$ cat src/rtl/sar_seq_ctrl.sv
// Successive-approximation sequencer: sample phase followed by an MSB-first
// binary search, driving the DAC trial code, comparator strobe and clock select.
module sar_seq_ctrl #(
   parameter int NBITS         = 8,
   parameter int SAMPLE_CYCLES = 2,
   parameter int CMP_WAIT      = 1
) (
   input  logic             clk,
   input  logic             rst_n,
   input  logic             start,
   input  logic             cmp_out,
   output logic             busy,
   output logic             sample_en,
   output logic             clk_sel,
   output logic             cmp_strobe,
   output logic [NBITS-1:0] dac_code,
   output logic [NBITS-1:0] result,
   output logic             result_valid
);

   localparam int CNT_MAX = (SAMPLE_CYCLES > CMP_WAIT) ? SAMPLE_CYCLES - 1 : CMP_WAIT - 1;
   localparam int CW      = (CNT_MAX < 1) ? 1 : $clog2(CNT_MAX + 1);
   localparam int BW      = $clog2(NBITS);

   localparam logic [CW-1:0] SAMPLE_LOAD = CW'(SAMPLE_CYCLES - 1);
   localparam logic [CW-1:0] WAIT_LOAD   = CW'((CMP_WAIT > 0) ? CMP_WAIT - 1 : 0);
   localparam logic [BW-1:0] TOP_BIT     = BW'(NBITS - 1);

   typedef enum logic [2:0] {
      IDLE,
      SAMPLE,
      SETTLE,
      COMPARE,
      DONE
   } state_t;

   state_t           r_state;
   state_t           w_stateNext;
   state_t           w_waitState;
   logic [CW-1:0]    r_cnt;
   logic [CW-1:0]    w_cntNext;
   logic [BW-1:0]    r_bitIdx;
   logic [BW-1:0]    w_bitIdxNext;
   logic [NBITS-1:0] r_dacCode;
   logic [NBITS-1:0] w_dacNext;
   logic [NBITS-1:0] r_result;
   logic [NBITS-1:0] w_resultNext;

   // With no settle time each trial bit goes straight to its compare cycle.
   assign w_waitState = (CMP_WAIT == 0) ? COMPARE : SETTLE;

   always_ff @(posedge clk or negedge rst_n) begin
      if (!rst_n) begin
         r_state   <= IDLE;
         r_cnt     <= '0;
         r_bitIdx  <= '0;
         r_dacCode <= '0;
         r_result  <= '0;
      end else begin
         r_state   <= w_stateNext;
         r_cnt     <= w_cntNext;
         r_bitIdx  <= w_bitIdxNext;
         r_dacCode <= w_dacNext;
         r_result  <= w_resultNext;
      end
   end

   always_comb begin
      w_stateNext  = r_state;
      w_cntNext    = r_cnt;
      w_bitIdxNext = r_bitIdx;
      w_dacNext    = r_dacCode;
      w_resultNext = r_result;
      case (r_state)
         IDLE: begin
            if (start) begin
               w_stateNext = SAMPLE;
               w_cntNext   = SAMPLE_LOAD;
               w_dacNext   = '0;
            end
         end
         SAMPLE: begin
            if (r_cnt == '0) begin
               w_bitIdxNext = TOP_BIT;
               w_dacNext    = {1'b1, {(NBITS-1){1'b0}}};
               w_cntNext    = WAIT_LOAD;
               w_stateNext  = w_waitState;
            end else begin
               w_cntNext = r_cnt - 1'b1;
            end
         end
         SETTLE: begin
            if (r_cnt == '0) begin
               w_stateNext = COMPARE;
            end else begin
               w_cntNext = r_cnt - 1'b1;
            end
         end
         COMPARE: begin
            // Comparator low means the trial overshot Vin, so the bit is dropped.
            if (!cmp_out) begin
               w_dacNext[r_bitIdx] = 1'b0;
            end
            if (r_bitIdx != '0) begin
               w_dacNext[r_bitIdx - BW'(1)] = 1'b1;
               w_bitIdxNext = r_bitIdx - BW'(1);
               w_cntNext    = WAIT_LOAD;
               w_stateNext  = w_waitState;
            end else begin
               w_resultNext = w_dacNext;
               w_stateNext  = DONE;
            end
         end
         DONE: begin
            w_stateNext = IDLE;
         end
         default: begin
            w_stateNext = IDLE;
         end
      endcase
   end

   assign busy         = (r_state == SAMPLE) || (r_state == SETTLE) || (r_state == COMPARE);
   assign sample_en    = (r_state == SAMPLE);
   assign clk_sel      = (r_state == SAMPLE);
   assign cmp_strobe   = (r_state == COMPARE);
   assign result_valid = (r_state == DONE);
   assign dac_code     = r_dacCode;
   assign result       = r_result;

endmodule

$ cat config.mk
export PLATFORM = sky130hd
export DESIGN_NAME = sar_seq_ctrl
export DESIGN_NICKNAME = d
export VERILOG_FILES = /design/src/rtl/sar_seq_ctrl.sv
export SDC_FILE = /design/constraint.sdc
export NUM_CORES = 1
export LEC_CHECK = 0
export CAP_MARGIN = 5
export CORE_MARGIN = 1
export CORE_UTILIZATION = 30
export CTS_CLUSTER_DIAMETER = 200
export DETAILED_ROUTE_END_ITERATION = 8
export PLACE_DENSITY_LB_ADDON = 0.1
export REMOVE_ABC_BUFFERS = 1
export SLEW_MARGIN = 20
export SYNTH_ARGS = -nofsm -noshare
export SYNTH_HDL_FRONTEND = slang
export SYNTH_SLANG_ARGS = --single-unit
$ cat constraint.sdc
create_clock -name clk -period 1.4 [get_ports clk]
set_input_delay 0.35 -clock clk [delete_from_list [all_inputs] [get_ports clk]]
set_output_delay 0.35 -clock clk [all_outputs]
set_load 0.02 [all_outputs]
---- After elaboration in Yosys (flattened, before gate mapping) ----
Index checks and enable logic that the tools add are counted.
Widths: inputs -> output; s select.
word-level totals
  register bits after elaboration ......... 23
  input bits .............................. 4
  output and inout bits ................... 21
  word-level logic and storage cells ...... 60
operators by class
  add/subtract/negate cells ............... 2
  $lt $le $gt $ge ......................... 4
  equality and inequality tests ........... 8
  muxes and demuxes ....................... 22
  bitwise logic cells ..................... 4
  reductions and logical operators ........ 15
operators by type and width
  operator             number
  $mux 8               5
  $pmux 8 s3           1
  $mux 3               6
  $pmux 3 s4           1
  $reduce_and 3->1     4
  $reduce_bool 3->1    3
  $and 8x8->8          1
  $lt 3x4->1 const B   2
  $not 8->8            1
  $or 8x8->8           1
  $demux 1 s3          2
  $eq 3x2->1 const B   2
  $ge 3x1->1 const B   2
  $ne 2x2->1 const B   3
  $pmux 3 s2           1
  $mux 1               5
  $eq 3x1->1 const B   1
  $eq 3x3->1 const B   1
  $logic_not 3->1      1
  $pmux 1 s3           1
  $sub 3x1->3 const B  1
  $logic_and 1x1->1    2
  $logic_or 1x1->1     2
  $ne 2x1->1 const B   1
  5 further kinds      5

---- Longest topological paths before layout ----
  word-level depth ........................ 11
  gate-level depth with buffers ........... 7
  gate-level depth less buffers ........... 6

---- Worst setup path before layout ----
OpenSTA, ideal clock, no wires.
  path type ............................... reg-to-output
  from .................................... register r_state[2]
  to ...................................... output port sample_en
  data arrival time ....................... 1.309 ns
  setup slack ............................. -0.259 ns
  cell stages (with the launch flop) ...... 4
  path through ............................ dfrtp_1 and2b_4 nor2b_1 buf_4
on the way
  longest elaborated chain between the ends .. 1
ends and longest elaborated chain
  element                 RTL line  source
  from (decl)             37        state_t r_state;
  from (signal assigned)  60        r_state <= w_stateNext;
  $eq 3x1->1              n/a
  to (decl)               13        output logic sample_en,
No other way between the ends.

---- Worst setup path in the final report ----
  from .................................... register r_state[2]
  to ...................................... output port clk_sel
on the way
  longest elaborated chain between the ends .. 1
ends and longest elaborated chain
  element     RTL line  source
  $eq 3x1->1  125       assign clk_sel = (r_state == SAMPLE);
  to (decl)   14        output logic clk_sel,
No other way between the ends.

==> flow_metrics.env <==
export IMPL_status="finished, violations left"
export IMPL_violations="setup timing"
export IMPL_routabilityCongestion=0.7894
export IMPL_period_share_pct=109.5
export IMPL_max_freq_mhz=652.1
export IMPL_synth_xor_xnor_area_share_pct=0
export IMPL_numCtsBuffers=3
export IMPL_path_max_fanout=2
export IMPL_synth_seq_cells=23
export IMPL_via_per_inst=4.780
export IMPL_ys_warn_count=0
export IMPL_post_dp_hpwl_um=2157
export IMPL_p_leak_nw=0.8939
export IMPL_dieArea_um2=4394
export IMPL_worst_pin_slew_ns=0.3576
export IMPL_nets=189
export IMPL_overflow=0
export IMPL_clock_latency_ns=0.26
export IMPL_path_class="reg2out"
export IMPL_dp_slack_ns=-0.3279
export IMPL_worstReg2RegStart="r_state[1]"
export IMPL_initial_core_util_pct=31.22
export IMPL_end_kind="output pin"
export IMPL_syn_avg_cell_area_um2=9.465
export IMPL_synth_common_cells="26 x nand2_1, 23 x dfrtp_1, 19 x o21ai_0"
export IMPL_synth_edff_count=0
export IMPL_core_um2=3971
export IMPL_synthMuxAreaShare_pct=0.8073
export IMPL_synthFlopType="dfrtp_1"
export IMPL_relSlewSlack_pct=75.54
export IMPL_drive_above_1_share_pct=39.01
export IMPL_met3_usage_pct=2.069
export IMPL_synthAdderAreaFrac_pct=2.018
export IMPL_synthArstFlopShare_pct=100.0
export IMPL_rsz0062_at_grt="yes"
export IMPL_vias=1109
export IMPL_cts_root_buf="clkbuf_8"
export IMPL_drtAntennaViolNets=0
export IMPL_synth_cells=131
export IMPL_timing_rr_end="dac_code[1]"
export IMPL_synth_cell_type_count=35
export IMPL_vdd_ir_drop_max_mv=0.9003
export IMPL_io_buffers=24
export IMPL_finalSetupViolations=8
export IMPL_hold_path_class="in2async"
export IMPL_wirelength_um=3065
export IMPL_synth_area_top_cells="dfrtp_1 46%, nand2_1 7.9%, o21ai_0 7.7%"
export IMPL_power_density_nw_per_um2=2119
export IMPL_htreeDepth=1
export IMPL_worst_setup_path_start_kind="register"
export IMPL_finalCriticalPeriod_ns=1.533
export IMPL_fill_cells=387
export IMPL_skew_ns=0.004509
export IMPL_synth_top_cell_area_share_pct=46.42
export IMPL_final_util_pct=47.86
export IMPL_drt_iter0_drc=45
export IMPL_ios=25
export IMPL_fin_cells=232
export IMPL_synth_compound_area_share_pct=18.97
export IMPL_grt_pass1_vias=1042
export IMPL_dr_pass1_iters=4
export IMPL_diodes=0
export IMPL_busiest_layer="met2"
export IMPL_place_inst=224
export IMPL_syn_cell_area_um2=1240
export IMPL_critical_path_cell_chain="and2b_4 > nor2b_4 > buf_6"
export IMPL_clk_pin_slew_worst_paths_ns=0.09
export IMPL_met1_usage_pct=21.75
export IMPL_grt_max_degree=24
export IMPL_r2r_slack_ns=-0.02
export IMPL_use_met2_pct=24.11
export IMPL_fin_ws_ns=-0.1335
export IMPL_die_x_um=66.29
export IMPL_grt_pass1_wl_um=5106
export IMPL_slew_viol_final=0
export IMPL_cts_tree="yes"
export IMPL_cp_required_ns=1.05
export IMPL_synth_most_common_cell="nand2_1"
export IMPL_syn_to_final_growth_pct=53.28
export IMPL_wl_per_cell_um=13.21
export IMPL_antenna_found_initial=0
export IMPL_hold_violations=0
export IMPL_row_count=23
export IMPL_synth_top_family_by_area="simple AND/OR/NAND/NOR gates"
export IMPL_yosysSeqAreaShare_pct=46.42
export IMPL_grtUsageTotal_pct=15.30
export IMPL_clkSinkCount=23
export IMPL_drv_cap=0
export IMPL_cpMaxStageDelayCell="dfrtp_1"
export IMPL_die_h_um=66.29
export IMPL_ff2ff_path_depth=6
export IMPL_clk_path_buf_depth=2
export IMPL_synthSimpleGateAreaFrac_pct=24.72
export IMPL_synth_area_leader_cell="dfrtp_1"
export IMPL_max_stage_delay_ns=0.39
export IMPL_arrival_ns=1.18
export IMPL_drc=0
## cell families after synthesis
| kind of cell | count (synthesis) |
|---|---|
| and+or+nand+nor | 56 |
| AOI/OAI and AO/OA | 38 |
| DFF | 23 |
| buffers and inverters | 11 |
| adders and majority gates | 2 |
| muxes | 1 |
## per-layer routing
metal | vias up | wire length (um)
li1 | 566 | -
met4 | 0 | 19
met5 | - | 0
met1 | 526 | 1480
met3 | 2 | 79
met2 | 15 | 1485
## report_power, final
group	switching, mW	internal (mW)
Combinational	1.33	1.17
Sequential	0.182	0.929
Clock	0.220	0.199
## final cells by class
class / count / area (um2) / share of cell area (%)
Timing Repair Buffer: 54 / 514.2 / 27.06
Clock buffer: 3 / 41.29 / 2.172
Clock inverter: 1 / 5.005 / 0.2633
Tap cell: 50 / 62.56 / 3.292
Multi-Input combinational cell: 97 / 681.9 / 35.88
Inverter: 4 / 17.52 / 0.9217
Sequential cell: 23 / 578.1 / 30.41
## worst max-delay path by stage
stage | start | to | slack (ns) | cells past startpoint
floorplan | r_state[2] | clk_sel | -0.26 | 2
global placement | r_state[2] | sample_en | -0.30 | 3
detailed placement | r_state[2] | clk_sel | -0.33 | 3
CTS | r_state[2] | clk_sel | -0.15 | 3
global route | r_state[2] | clk_sel | -0.18 | 3
finish | r_state[2] | clk_sel | -0.13 | 3
## flip-flops by register name, summed over array words and instances (netlist names)
register,cells
dac_code,8
result,8
r_bitIdx,3
r_state,3
r_cnt,1
## repair_timing
action / in CTS / in global routing
hold buffers: 0 / 0
setup endpoints to repair: 32 / 24
gates resized for setup: 73 / 27
endpoints found under the hold margin: 0 / 0
setup buffers: 2 / 3
pin swaps: 11 / 9
## worst max-delay path: cells and delay by family (launching register included)
| family | cells | cell delay (ns) |
|---|---|---|
| buf+inv | 1 | 0.13 |
| flops | 1 | 0.39 |
| simple gates | 2 | 0.40 |
## layout by cell type (no fill, tap or decap), drive strengths merged, types with 4 or more instances in the layout
cell type	n
a21oi	6
o21ai	21
buf	35
dfrtp	23
nand2	26
and2b	5
nor2	9
dlygate4sd2	16
inv	4
## stage by stage
stage / hold slack (ns) / instance area [um2] / power, mW / setup TNS, ns
2_1_floorplan: 0.05441 / 1167 / 2.157 / -2.088
3_5_place_dp: 0.4554 / 1678 / 3.385 / -3.472
6_report: 0.4397 / 1901 / 4.027 / -0.5015
4_1_cts: 0.4491 / 1800 / 3.889 / -0.5322
3_3_place_gp: 0.4517 / 1678 / 3.361 / -3.227
5_1_grt: 0.4686 / 1901 / 4.353 / -1.341
No activity file was read; power rests on OpenSTA's default activity.
==> edit 1: new RTL, same settings <==
Encoding of `state_t`: now one-hot (5 bits for 5 states).
--- a/src/rtl/sar_seq_ctrl.sv
+++ b/src/rtl/sar_seq_ctrl.sv
@@ -26,12 +26,12 @@
    localparam logic [CW-1:0] WAIT_LOAD   = CW'((CMP_WAIT > 0) ? CMP_WAIT - 1 : 0);
    localparam logic [BW-1:0] TOP_BIT     = BW'(NBITS - 1);
 
-   typedef enum logic [2:0] {
-      IDLE,
-      SAMPLE,
-      SETTLE,
-      COMPARE,
-      DONE
+   typedef enum logic [4:0] {
+      IDLE    = 5'b00001,
+      SAMPLE  = 5'b00010,
+      SETTLE  = 5'b00100,
+      COMPARE = 5'b01000,
+      DONE    = 5'b10000
    } state_t;
 
    state_t           r_state;
Function: same outputs for any inputs over 10 cycles, from zero or initial values and one cycle with rst_n low; not proved beyond that.
==> edit 1 against the original RTL <==
The flow still finishes with violations (negative setup slack); synthesized area rose by 11%; total power fell by 24%; die area grew 11%; worst setup slack worse by 0.11 ns; sequential cell count increased by 2; routed wire length rose by 16%; cell area grew 14%; cell count is 4.3% higher; largest cell class unchanged.
==> edit 1: results (changes against the original RTL) <==
route:
  avgRoutedWirePerCell_um: 14.7  # +11%
  wl_met3_um: 123  # +56%
  via_count: 1197  # +7.9%
  wl_met2_mm: 1.69  # +14%
logic_synthesis:
  yosys.area_share.adder: 0.0182  # -0.00198
  synth.area.top_cells: "dfrtp_1 44%, a221o_1 3.6%, nor2_1 3.5%"
  synth-seq-area-share: 0.456  # -0.00831
  synth_common_cells: "24 x dfrtp_1, 13 x nor2_1, 8 x nand2_1"
  ys_types: 47  # +34%
sta:
  holdWs_ns: 0.385  # -0.0545 ns
  setup_ws_ns: -0.242  # -0.109 ns
  setup_tns_ns: -3.85  # -3.35 ns
  setup-violations-final: 27  # +19
  fin_skew_ns: 0.00102  # -0.00349 ns
place:
  dpl_worst_slack_ns: -0.498  # -0.170 ns
  place_area_um2: 1910  # +14%
  place_congestion: 0.743  # -5.9%
  hpwl_mm: 2.53  # +17%
grt:
  grt_pass1_wl_mm: 6.13  # +20%
  grt_use_met2: 0.261  # +0.0200
  grt_max_degree: 17  # -29%
  grtUsageMet1: 0.219  # +0.00111
critical_path:
  slowest_stage: "dfrtp_2"
  cp_top_family: "flip-flops"
  r2r-end: "result[2]$_DFFE_PN0P_"
  critical_path.max_stage_delay_ns: 0.46  # +0.07 ns
  ff2ff_setup_slack_ns: -0.20  # -0.18 ns
run_status:
  status: "complete, but fails checks"
  violations: "negative setup slack"
pwr:
  cellLeakagePower_nw: 1.01  # +13%
  p_int_mw: 1.86  # -19%
cts:
  cts_root_buf: "clkbuf_8"
cells_and_area:
  nNetsFinal: 197  # +4.2%
[edit 1: changes by cell type after synthesis, sizes merged, moves of 5 or more]
cell,change
nand2,-17
o21ai,-8
a221o,+5
buf,+5
[edit 1: power by group through the flow]
stage	clock network (mW)	logic (mW)	registers (mW)
after detailed placement	0	1.25	0.972
after global placement	0	1.24	0.972
after global routing	0.502	1.75	1.03
after floorplan	0	0.567	1.02
after CTS	0.472	1.50	0.990
final	0.459	1.60	1.01
[edit 1: timing repair]
action	CTS	global route
hold endpoints to repair	0	0
gates resized for setup	74	25
buffers inserted	6	2
pin swaps	14	4
setup endpoints to repair	43	28
[edit 1: stage by stage]
stage,std cells,util
floorplan,120,-
global placement,234,0.435
detailed placement,234,0.435
CTS,243,0.476
global route,242,0.494
finish,242,0.494
[edit 1: area by class of cell]
cell class	count	area, µm²
clock buffer	3	41.3
clock inverter	1	7.51
fill	413	2220
inverter	5	23.8
multi-input combinational	90	818
sequential	25	632
tap	52	65.1
timing repair buffer	66	577
==> edit 2: new RTL, config.mk and constraints unchanged <==
Without the edit above. The parameter `SAMPLE_CYCLES` goes from 2 to 4.
--- a/src/rtl/sar_seq_ctrl.sv
+++ b/src/rtl/sar_seq_ctrl.sv
@@ -2,7 +2,7 @@
 // binary search, driving the DAC trial code, comparator strobe and clock select.
 module sar_seq_ctrl #(
    parameter int NBITS         = 8,
-   parameter int SAMPLE_CYCLES = 2,
+   parameter int SAMPLE_CYCLES = 4,
    parameter int CMP_WAIT      = 1
 ) (
    input  logic             clk,
Check against the original RTL: not equivalent (a bounded check fails within 4 cycles, from zero or initial values and one cycle with rst_n low).
==> edit 2 against the original RTL <==
The run ends with design-rule violations, negative setup slack left; synthesized area rose by 15%; synthesized cell count rose by 15%; worst setup slack got worse by 0.074 ns; clock power rose by 16%; via count rose by 25%; sequential cell count rose by 1; routed wire length rose by 39%; cell area rose by 22%; total power rose by 25%; count of clock-buffer cells in the layout rose by 1; register-to-register slack got worse by 0.19 ns; sequential share of layout area fell by 4.3 points; critical path type is now reg -> reg; largest cell class unchanged.
==> edit 2: results (changes against the original RTL) <==
run_status:
  violations: "design-rule violations, negative setup slack"
  status: "complete, but fails checks"
logic_synthesis:
  ys_types: 39  # +11%
  yosys.area_share.adder: 0.0437  # +0.0236
  synth.area.top_cells: "dfrtp_1 42%, inv_1 5.0%, ha_1 4.4%"
  synthMuxAreaShare: 0.0359  # +0.0278
critical_path:
  worst-path-max-fanout: 5  # +3
  critPathArrivalTime_ns: 1.76  # +0.58 ns
  critical_path.max_stage_delay_ns: 0.49  # +0.10 ns
  slowest_stage: "or4bb_1"
pwr:
  irDropWorstVdd_v: 0.000947  # +5.2%
  cellLeakagePower_nw: 1.05  # +18%
route:
  first_pass_iters: 6  # +2
  avgRoutedWirePerCell_um: 16.0  # +21%
  drc: 1  # +1
  wl_met3_um: 113  # +43%
  wl_met2_mm: 2.19  # +48%
  via_per_inst: 5.20  # +8.8%
grt:
  grtUsageMet1: 0.212  # -0.00508
sta:
  setup-violations-final: 25  # +17
  fin_skew_ns: 0.00250  # -0.00201 ns
  setup_ws_ns: -0.208  # -0.0744 ns
  max_slew.worst_pin.slew_ns: 0.549  # +0.191 ns
cells_and_area:
  drive_gt1_frac: 0.470  # +0.0797
  nNetsFinal: 225  # +19%
==> edit 2: worst max-delay path, delay by kind of cell, from the launching register on <==
family | cells | cell delay (ns)
flip-flops | 1 | 0.46
buffers and inverters | 1 | 0.14
AND/OR/NAND/NOR | 1 | 0.49
AO/OA/AOI/OAI | 2 | 0.40
==> edit 2: final cells by class <==
| class | instances | area (µm²) | area share |
|---|---|---|---|
| flip-flops and latches | 24 | 607 | 0.261 |
| clock buffers | 4 | 55.1 | 0.0237 |
| multi-input cells | 97 | 901 | 0.387 |
| well taps | 52 | 65.1 | 0.0280 |
| repair buffers | 71 | 628 | 0.270 |
| inverters | 19 | 71.3 | 0.0306 |
==> edit 2: final timing paths <==
kind | endpoint | depth (start not counted) | start | slack, ns
hold / removal | result[0]$_DFFE_PN0N_ | 2 | rst_n | 0.43
min in group clk | result[4]$_DFFE_PN0N_ | 1 | result[4]$_DFFE_PN0N_ | 0.48
setup / recovery | dac_code[5]$_DFFE_PN0P_ | 4 | r_bitIdx[1]$_DFFE_PN0P_ | -0.21
hold reg to reg | result[4]$_DFFE_PN0N_ | 1 | result[4]$_DFFE_PN0N_ | 0.48
max in group asynchronous | r_state[2]$_DFFE_PN0P_ | 2 | rst_n | 0.81
setup reg to reg | dac_code[5]$_DFFE_PN0P_ | 4 | r_bitIdx[1]$_DFFE_PN0P_ | -0.21
==> edit 2: repair_timing <==
item,4_1_cts,5_1_grt
resized for setup,91,21
setup endpoints to repair,44,28
endpoints found under the hold margin,0,0
pin swaps,15,16
buffers inserted,8,3
==> edit 2: power by group <==
part	switching (mW)	internal [mW]	leakage (nW)
logic	1.68	1.67	0.735
registers	0.220	0.974	0.287
clock network	0.233	0.252	0.0288
